`src/rtl/seq_det_pkg.sv`:
```
// Shared constants and helpers for the serial pattern detector family.
// Latency: n/a (compile-time constants and pure functions only).
// Backpressure: n/a.
package seq_det_pkg;

    // Out-of-reset configuration: the legacy 1101 overlapping detector.
    localparam logic [3:0]  DEFAULT_PAT = 4'b1101;
    localparam int unsigned DEFAULT_LEN = 4;
    localparam logic        DEFAULT_OVL = 1'b1;

    // Pattern lengths beyond the history depth collapse to the full depth.
    function automatic int unsigned clamp_len(input int unsigned len_in,
                                              input int unsigned pat_w);
        return (len_in > pat_w) ? pat_w : len_in;
    endfunction

endpackage

```
`src/rtl/sat_counter.sv`:
```
// Saturating up-counter with synchronous clear; clear beats increment.
// Latency: q reflects inc/clr one cycle after they are sampled.
// Backpressure: none; inc is accepted every cycle, holds at all-ones.
module sat_counter #(
    parameter int W = 8
) (
    input  logic         clk,
    input  logic         rst,
    input  logic         inc,
    input  logic         clr,
    output logic [W-1:0] q
);

    logic [W-1:0] cnt_q;
    logic [W-1:0] cnt_d;

    // Next count: clear first, otherwise step unless already saturated.
    always_comb begin
        cnt_d = cnt_q;
        if (clr) begin
            cnt_d = '0;
        end else if (inc && (cnt_q != {W{1'b1}})) begin
            cnt_d = cnt_q + W'(1);
        end
    end

    // Count register with synchronous reset.
    always_ff @(posedge clk) begin
        if (rst) begin
            cnt_q <= '0;
        end else begin
            cnt_q <= cnt_d;
        end
    end

    assign q = cnt_q;

endmodule

```
`src/rtl/seq_detector_param.sv`:
```
// Runtime-programmable serial pattern detector with saturating match count.
// Latency: out pulses the cycle after the edge that samples the final bit.
// Backpressure: none; one bit per cycle when in_valid, load drops that bit.
module seq_detector_param
    import seq_det_pkg::*;
#(
    parameter int PAT_W = 8,
    parameter int CNT_W = 8,
    parameter int LEN_W = $clog2(PAT_W + 1)
) (
    input  logic             clk,
    input  logic             rst,
    input  logic             in,
    input  logic             in_valid,
    input  logic             load,
    input  logic [PAT_W-1:0] pat_in,
    input  logic [LEN_W-1:0] len_in,
    input  logic             ovl_in,
    input  logic             clr_cnt,
    output logic             out,
    output logic [CNT_W-1:0] match_cnt
);

    // Configuration registers.
    logic [PAT_W-1:0] pat_q, pat_d;
    logic [LEN_W-1:0] len_q, len_d;
    logic             ovl_q, ovl_d;

    // Datapath registers.
    logic [PAT_W-1:0] hist_q, hist_d;
    logic [LEN_W-1:0] fill_q, fill_d;
    logic             out_q, out_d;

    // Intermediate compare terms.
    logic [PAT_W-1:0] h_next;
    logic [PAT_W-1:0] mask;
    logic [LEN_W-1:0] fill_inc;
    logic             accept;
    logic             pat_eq;
    logic             match;

    // Match evaluation on the history as it will look after this bit.
    always_comb begin
        accept   = in_valid && !load;
        h_next   = (hist_q << 1) | PAT_W'(in);
        // fill never exceeds len, so the increment cannot overflow LEN_W.
        fill_inc = (fill_q < len_q) ? (fill_q + LEN_W'(1)) : len_q;
        mask     = '0;
        for (int i = 0; i < PAT_W; i++) begin
            mask[i] = (i < int'(len_q));
        end
        // Bits above len are forced to agree so only the live window counts.
        pat_eq   = &((h_next ~^ pat_q) | ~mask);
        match    = accept && (len_q != '0) && (fill_inc == len_q) && pat_eq;
    end

    // Next-state for configuration, history, fill level and match pulse.
    always_comb begin
        pat_d  = pat_q;
        len_d  = len_q;
        ovl_d  = ovl_q;
        hist_d = hist_q;
        fill_d = fill_q;
        out_d  = 1'b0;
        if (load) begin
            pat_d  = pat_in;
            len_d  = LEN_W'(clamp_len(32'(len_in), PAT_W));
            ovl_d  = ovl_in;
            hist_d = '0;
            fill_d = '0;
        end else if (in_valid) begin
            hist_d = h_next;
            // Non-overlapping mode restarts the window after each hit.
            fill_d = (match && !ovl_q) ? '0 : fill_inc;
            out_d  = match;
        end
    end

    // State registers; reset restores the legacy detector configuration.
    always_ff @(posedge clk) begin
        if (rst) begin
            pat_q  <= PAT_W'(DEFAULT_PAT);
            len_q  <= LEN_W'(DEFAULT_LEN);
            ovl_q  <= DEFAULT_OVL;
            hist_q <= '0;
            fill_q <= '0;
            out_q  <= 1'b0;
        end else begin
            pat_q  <= pat_d;
            len_q  <= len_d;
            ovl_q  <= ovl_d;
            hist_q <= hist_d;
            fill_q <= fill_d;
            out_q  <= out_d;
        end
    end

    sat_counter #(
        .W(CNT_W)
    ) u_match_cnt (
        .clk(clk),
        .rst(rst),
        .inc(match),
        .clr(clr_cnt),
        .q  (match_cnt)
    );

    assign out = out_q;

endmodule

```
`config.mk`:
```
export PLATFORM = sky130hd
export DESIGN_NAME = seq_detector_param
export DESIGN_NICKNAME = d
export VERILOG_FILES = /design/src/rtl/seq_det_pkg.sv /design/src/rtl/sat_counter.sv /design/src/rtl/seq_detector_param.sv
export SDC_FILE = /design/constraint.sdc
export NUM_CORES = 1
export LEC_CHECK = 0
export CORE_ASPECT_RATIO = 1.25
export CORE_UTILIZATION = 45
export CTS_CLUSTER_SIZE = 40
export DETAILED_ROUTE_END_ITERATION = 12
export GPL_ROUTABILITY_DRIVEN = 1
export GPL_TIMING_DRIVEN = 0
export PLACE_DENSITY = 0.75
export SLEW_MARGIN = 0
export SYNTH_ARGS = -nofsm -noshare
export SYNTH_HDL_FRONTEND = slang
export SYNTH_HIERARCHICAL = 1
export SYNTH_SLANG_ARGS = --single-unit
```
`constraint.sdc`:
```
create_clock -name clk -period 8.2 [get_ports clk]
set_clock_uncertainty 0.05 [all_clocks]
set_input_delay 1.64 -clock clk [delete_from_list [all_inputs] [get_ports clk]]
set_output_delay 1.64 -clock clk [all_outputs]
set_load 0.005 [all_outputs]
```
== Word level (Yosys, flattened, before mapping) ==
Index checks and enable logic that the tools add are counted.

* Shift-type cells: 0
* Multiplexer cells: 3
* Equality and inequality tests: 2
* $add $sub $neg: 2
* Reduce and logical (&&, ||, !) cells: 13
* Div/mod/pow operators: 0
* $lt $le $gt $ge: 10
* Bitwise operators: 5
* Multipliers: 0

{| class="wikitable"
|+ Operators by type and width
! operator !! count
|-
| less-than comparator 3 x 4 -> 1 bit, first input constant || 4
|-
| 2-to-1 mux 4 bit || 3
|-
| adder 8 x 1 -> 8 bit, second input constant || 1
|-
| less-than comparator 1 x 4 -> 1 bit, first input constant || 2
|-
| less-than comparator 2 x 4 -> 1 bit, first input constant || 2
|-
| inequality test 8 bit, second input constant || 1
|-
| inverter 8 bit || 1
|-
| bitwise OR 8 x 1 -> 8 bit || 1
|-
| bitwise OR 8 bit || 1
|-
| AND reduction 8 bit || 1
|-
| XNOR 8 bit || 1
|-
| logical AND 1 bit || 6
|-
| adder 4 x 1 -> 4 bit, second input constant || 1
|-
| equality test 4 bit || 1
|-
| > comparator 4 bit, second input constant || 1
|-
| less-than comparator 4 bit || 1
|-
| nonzero test 4 bit || 1
|-
| OR reduction 2 bit || 2
|-
| OR reduction 3 bit || 1
|-
| logical NOT 1 bit || 2
|-
| inverter 1 bit || 1
|}

* Bits in read-only memories: 0
* Bits in writable memories: 0
* Bits in latches: 0
* Register bits after elaboration: 33
* Bits of input ports: 19
* Memories kept: 0

== Logic depth before layout (Yosys ltp) ==
* Depth after elaboration: 7
* Mapped depth: 11

== Modules after synthesis ==
Netlist, hierarchy kept.

{| class="wikitable"
|+ Modules (own cells, without submodules)
! module !! cells an instance !! times used !! area an instance (sq um)
|-
| seq_detector_param || 143 || 1 || 1341.3
|-
| sat_counter || 47 || 1 || 435.4
|}

== Worst setup path after synthesis ==
OpenSTA, ideal clock, no wires.

* Path type: input -> register
* Start: input port load
* End: register u_match_cnt.cnt_q[5], in the netlist u_match_cnt/q[5]
* Data required time: 8.050 ns
* Buffers on the path: 1
* Data arrival time: 3.117 ns
* Setup time: 0.100 ns
* Slack: 4.934 ns
* Stages: 8
* Cell sequence: clkbuf_1 -> inv_1 -> and3_1 -> nand4_1 -> nor2_1 -> and4_1 -> a31oi_1 -> a2111oi_4

* Word-level cells in the longest chain between the ends: 6

{| class="wikitable"
|+ Ends and longest elaborated chain
! item !! RTL line !! text
|-
| start: declaration || seq_detector_param.sv:15 || <nowiki>input logic load,</nowiki>
|-
| logical NOT 1 bit || seq_detector_param.sv:44 || <nowiki>accept = in_valid && !load;</nowiki>
|-
| logical AND 1 bit || seq_detector_param.sv:44 ||
|-
| logical AND 1 bit (3 in series) || seq_detector_param.sv:54 || <nowiki>match = accept && (len_q != '0) && (fill_inc == len_q) && pat_eq;</nowiki>
|-
| named net match || seq_detector_param.sv:40 || <nowiki>logic match;</nowiki>
|-
| logical AND 1 bit || sat_counter.sv:22 || <nowiki>end else if (inc && (cnt_q != {W{1'b1}})) begin</nowiki>
|-
| end signal: assignment || sat_counter.sv:32 || <nowiki>cnt_q <= cnt_d;</nowiki>
|-
| end: declaration || sat_counter.sv:14 || <nowiki>logic [W-1:0] cnt_q;</nowiki>
|}

The timed path passes the listed nets, and every way through them passes these cells.
A chain may end at the register's enable or synchronous reset.

== Worst setup path in the final report ==
* Start: input port in
* End: register u_match_cnt.cnt_q[5], in the netlist u_match_cnt/q[5]

* Word-level cells in the longest chain between the ends: 6

{| class="wikitable"
|+ Ends and longest elaborated chain
! item !! RTL line !! text
|-
| start: declaration || seq_detector_param.sv:13 || <nowiki>input logic in,</nowiki>
|-
| bitwise OR 8 x 1 -> 8 bit || seq_detector_param.sv:45 || <nowiki>h_next = (hist_q << 1) | PAT_W'(in);</nowiki>
|-
| XNOR 8 bit || seq_detector_param.sv:53 || <nowiki>pat_eq = &((h_next ~^ pat_q) | ~mask);</nowiki>
|-
| bitwise OR 8 bit || seq_detector_param.sv:53 ||
|-
| AND reduction 8 bit || seq_detector_param.sv:53 ||
|-
| logical AND 1 bit || seq_detector_param.sv:54 ||
|-
| named net match || seq_detector_param.sv:40 ||
|-
| logical AND 1 bit || sat_counter.sv:22 ||
|}

The timed path passes the listed nets, and every way through them passes these cells.

==> metrics.md <==
| Metric | Value |
|---|---|
| Outcome | `finished, final reports clean` |
| WP depth | `8` |
| First-pass GRT wire length | `5871 um` |
| Met1 Track Usage GR | `0.2088` |
| Per-cell routed wire length | `12.82 um` |
| Input/output buffers | `25` |
| Routed vias/inst | `5.236` |
| Crit path launch | `in` |
| Flops & latches, synth | `33` |
| I/O Pins | `28` |
| Clock transition at path regs | `0.06 ns` |
| Detailed Routing Iterations Pass 1 | `4` |
| Crit path DAT | `3.70 ns` |
| Max-Cap Viols | `0` |
| Final Instance Area | `2181 sq um` |
| EDFF count, synth | `0` |
| Cell family with most CP delay | `simple AND/OR/NAND/NOR gates` |
| Worst setup path end | `u_match_cnt/q[5]` |
| Nets | `246` |
| Critical-path top delay cell | `clkdlybuf4s50_1` |
| ANT cells | `0` |
| Syn. warnings | `6` |
| Worst path required time | `8.33 ns` |
| Pre-CTS setup slack | `4.365 ns` |
| Detailed Route Iter0 Violations | `55` |
| Final Cycle Share | `0.4351` |
| CP max stage delay | `0.50 ns` |
| Worst rel slew slack | `0.6025` |
| Reg2Reg Depth | `10` |
| Gr ovfl total | `0` |
| Crit-path cells | `clkdlybuf4s50_1, xnor2_1, and3_1, nand4_1, nor2_1, and4_1, a31oi_1, a2111oi_4` |
| Die H | `72.25 um` |
| Hold Buf Count CTS | `0` |
| DRT antenna net count | `0` |
| Max-slew violation count | `0` |
| Final setup fails | `0` |
| Max VDD drop | `0.1592 mV` |
| Root Buffer Master | `clkbuf_8` |
| Post-route setup TNS | `0 ns` |
| RSZ-0062 raised after global routing | `false` |
| Final cell count without fillers | `276` |
| Number of global-route vias before repair | `1,360` |
| Clk_lat worst skew | `0.28 ns` |
| Final wirelength | `3538 um` |
| Yosys top cell area share | `0.3718` |
| Clk sinks | `33` |
| Critical Path End Type | `flop` |
| Initial core utilization | `0.4694` |
| Slack of the critical path | `4.632 ns` |
| Global route hottest layer | `met2` |
| Hold Fails Final Rpt | `0` |
| Initial antenna violation count | `0` |
| Die X | `58.20 um` |
| Async SR Flop Fraction | `0` |
| Number of gates resized after cts | `0` |
| Routability cong. | `0.8172` |
| Dpl hpwl | `2583 um` |
| Placed cell areas | `2095 sq um` |
| Crit Path Class | `in -> reg` |
| PD cells | `154.5 nW/um^2` |
| Most used DFF post-synth | `dfxtp_1` |
| FMAX | `0.2803 GHz` |
| Sequential fraction of the synthesis area | `0.3718` |
| Core area | `3785 sq um` |
| Crit path launch type | `primary input` |
| Gr usage total | `0.1831` |
| Syn Std Cell Area | `1777 sq um` |
| Layout cells sized above 1 | `0.09009` |
| CTS tree | `done` |
| H-tree Lvls | `2` |
| CP max FO | `5` |
| Synthesized Nets | `214` |
| Total power | `0.3369 mW` |
| Area leader, netlist | `dfxtp_1` |
| Crit path buf inv count | `1` |
| R2R setup slack | `5.26 ns` |
| Synth cell types | `48` |
| Num CTS Buffers | `5` |
| Met3 Resource Use GR | `0.05348` |
| Area Overhead vs Synth | `22.75%` |
| Hold Path Class | `reg -> reg` |
| Cell count after placement | `269` |
| Post-synthesis cell count | `190` |
| Rows | `25` |
| Largest net degree at the start of global routing | `13` |
| Post-CTS setup buffer count | `0` |
| Grt met2 use | `0.3218` |
| Clk buf depth | `2` |
| Die Area | `4205 sq um` |
| Worst Tran Pin Value | `0.5962 ns` |
| Reg2reg end | `u_match_cnt/q[5]` |
| Syn Area/Cell | `9.351 sq um` |
| R2R Path Start | `len_q[1]` |
| DRC | `0` |
| Final min period | `3.568 ns` |
| P_leak | `0.8081 nW` |
| Synth area leaders | `dfxtp_1 (37%), mux2i_1 (12%), xnor2_1 (5.4%), nor2_1 (4.4%), ha_1 (3.5%)` |
| Via Count | `1,445` |
## synth_stat cells, types with 2 or more instances
| cell type | number |
|---|---|
| nand2_1 | 9 |
| and4_1 | 2 |
| xnor2_1 | 11 |
| buf_2 | 2 |
| ha_1 | 5 |
| or3_1 | 3 |
| a21boi_1 | 2 |
| o22ai_1 | 2 |
| nor2_1 | 21 |
| o211ai_1 | 2 |
| nand3_1 | 5 |
| nor3_1 | 3 |
| clkbuf_1 | 6 |
| nor2b_1 | 4 |
| a21oi_1 | 6 |
| nor3_2 | 2 |
| o21a_1 | 2 |
| a2111oi_4 | 2 |
| o21ai_0 | 4 |
| or4_1 | 2 |
| inv_1 | 7 |
| a22oi_1 | 2 |
| and3_1 | 4 |
| nand4_1 | 3 |
| a211o_1 | 4 |
| dfxtp_1 | 33 |
| mux2i_1 | 21 |
## flip-flops by register name, summed over array words and instances (netlist names)
name / count
fill_q: 4
hist_q: 7
len_q: 4
out: 1
ovl_q: 1
pat_q: 8
u_match_cnt/q: 8
## per-stage QoR
step                utilization  hold slack, ns
finish                   0.5762          0.4498
global route             0.5762          0.4831
CTS                      0.5762          0.4545
global placement         0.5534          0.4347
floorplan                     -          0.4256
detailed placement       0.5534          0.4457
## per-layer routing
layer	vias to the layer above	share of wire	wire (um)
met1	664	0.45	1597
met3	6	0.035	125
met5	-	0	0
li1	747	-	-
met2	28	0.50	1761
met4	0	0.015	53
## power breakdown
part	switching, mW	internal [mW]
Sequential	0.00323	0.165
Combinational	0.0232	0.0248
Clock	0.0541	0.0665
Total	0.0806	0.256
## worst min path at each step
stage	cells after the start	from	to
finish	2	u_match_cnt/q[1]	u_match_cnt/q[1]
detailed placement	2	u_match_cnt/q[1]	u_match_cnt/q[1]
CTS	2	u_match_cnt/q[1]	u_match_cnt/q[1]
global route	2	u_match_cnt/q[1]	u_match_cnt/q[1]
floorplan	2	u_match_cnt/q[1]	u_match_cnt/q[1]
global placement	2	u_match_cnt/q[1]	u_match_cnt/q[1]
## cells in the final DEF (no fill, tap or decap), types with 3 or more instances in the layout
| cell type | n |
|---|---|
| dfxtp_1 | 33 |
| clkdlybuf4s50_1 | 25 |
| nor2_1 | 21 |
| mux2i_1 | 21 |
| xnor2_1 | 11 |
| nand2_1 | 9 |
| inv_1 | 7 |
| clkbuf_1 | 7 |
| a21oi_1 | 6 |
| clkbuf_8 | 6 |
| nand3_1 | 5 |
| ha_1 | 5 |
| o21ai_0 | 4 |
| and3_1 | 4 |
| nor2b_1 | 4 |
| a211o_1 | 4 |
| nor3_1 | 3 |
| nand4_1 | 3 |
| or3_1 | 3 |
## final cells by class
cell class	count	area (sq um)
Timing Repair Buffer	25	250.2
Fill cell	349	1604
Buffer	11	55.05
Multi-Input combinational cell	139	1035
Clock buffer	7	86.33
Sequential cell	33	660.6
Inverter	7	26.28
Tap cell	54	67.56
## cell families after synthesis
family | count (synthesis) | synth area share
flops | 33 | 0.3718
xor+xnor | 12 | 0.05915
buf+inv | 18 | 0.04578
compound gates | 34 | 0.1620
simple gates | 66 | 0.2014
fa+ha+maj | 5 | 0.03521
mux | 22 | 0.1246
## worst reg2reg max path: stages (launching register included)
cell	delay, ns
dfxtp_1	0.30
clkbuf_1	0.34
inv_1	0.09
ha_1	0.34
a2111oi_4	0.36
nor2_2	0.16
o221ai_2	0.28
nor2_1	0.15
and4_1	0.28
and3_1	0.23
a2111oi_4	0.27
(Power assumes the default switching activity.)
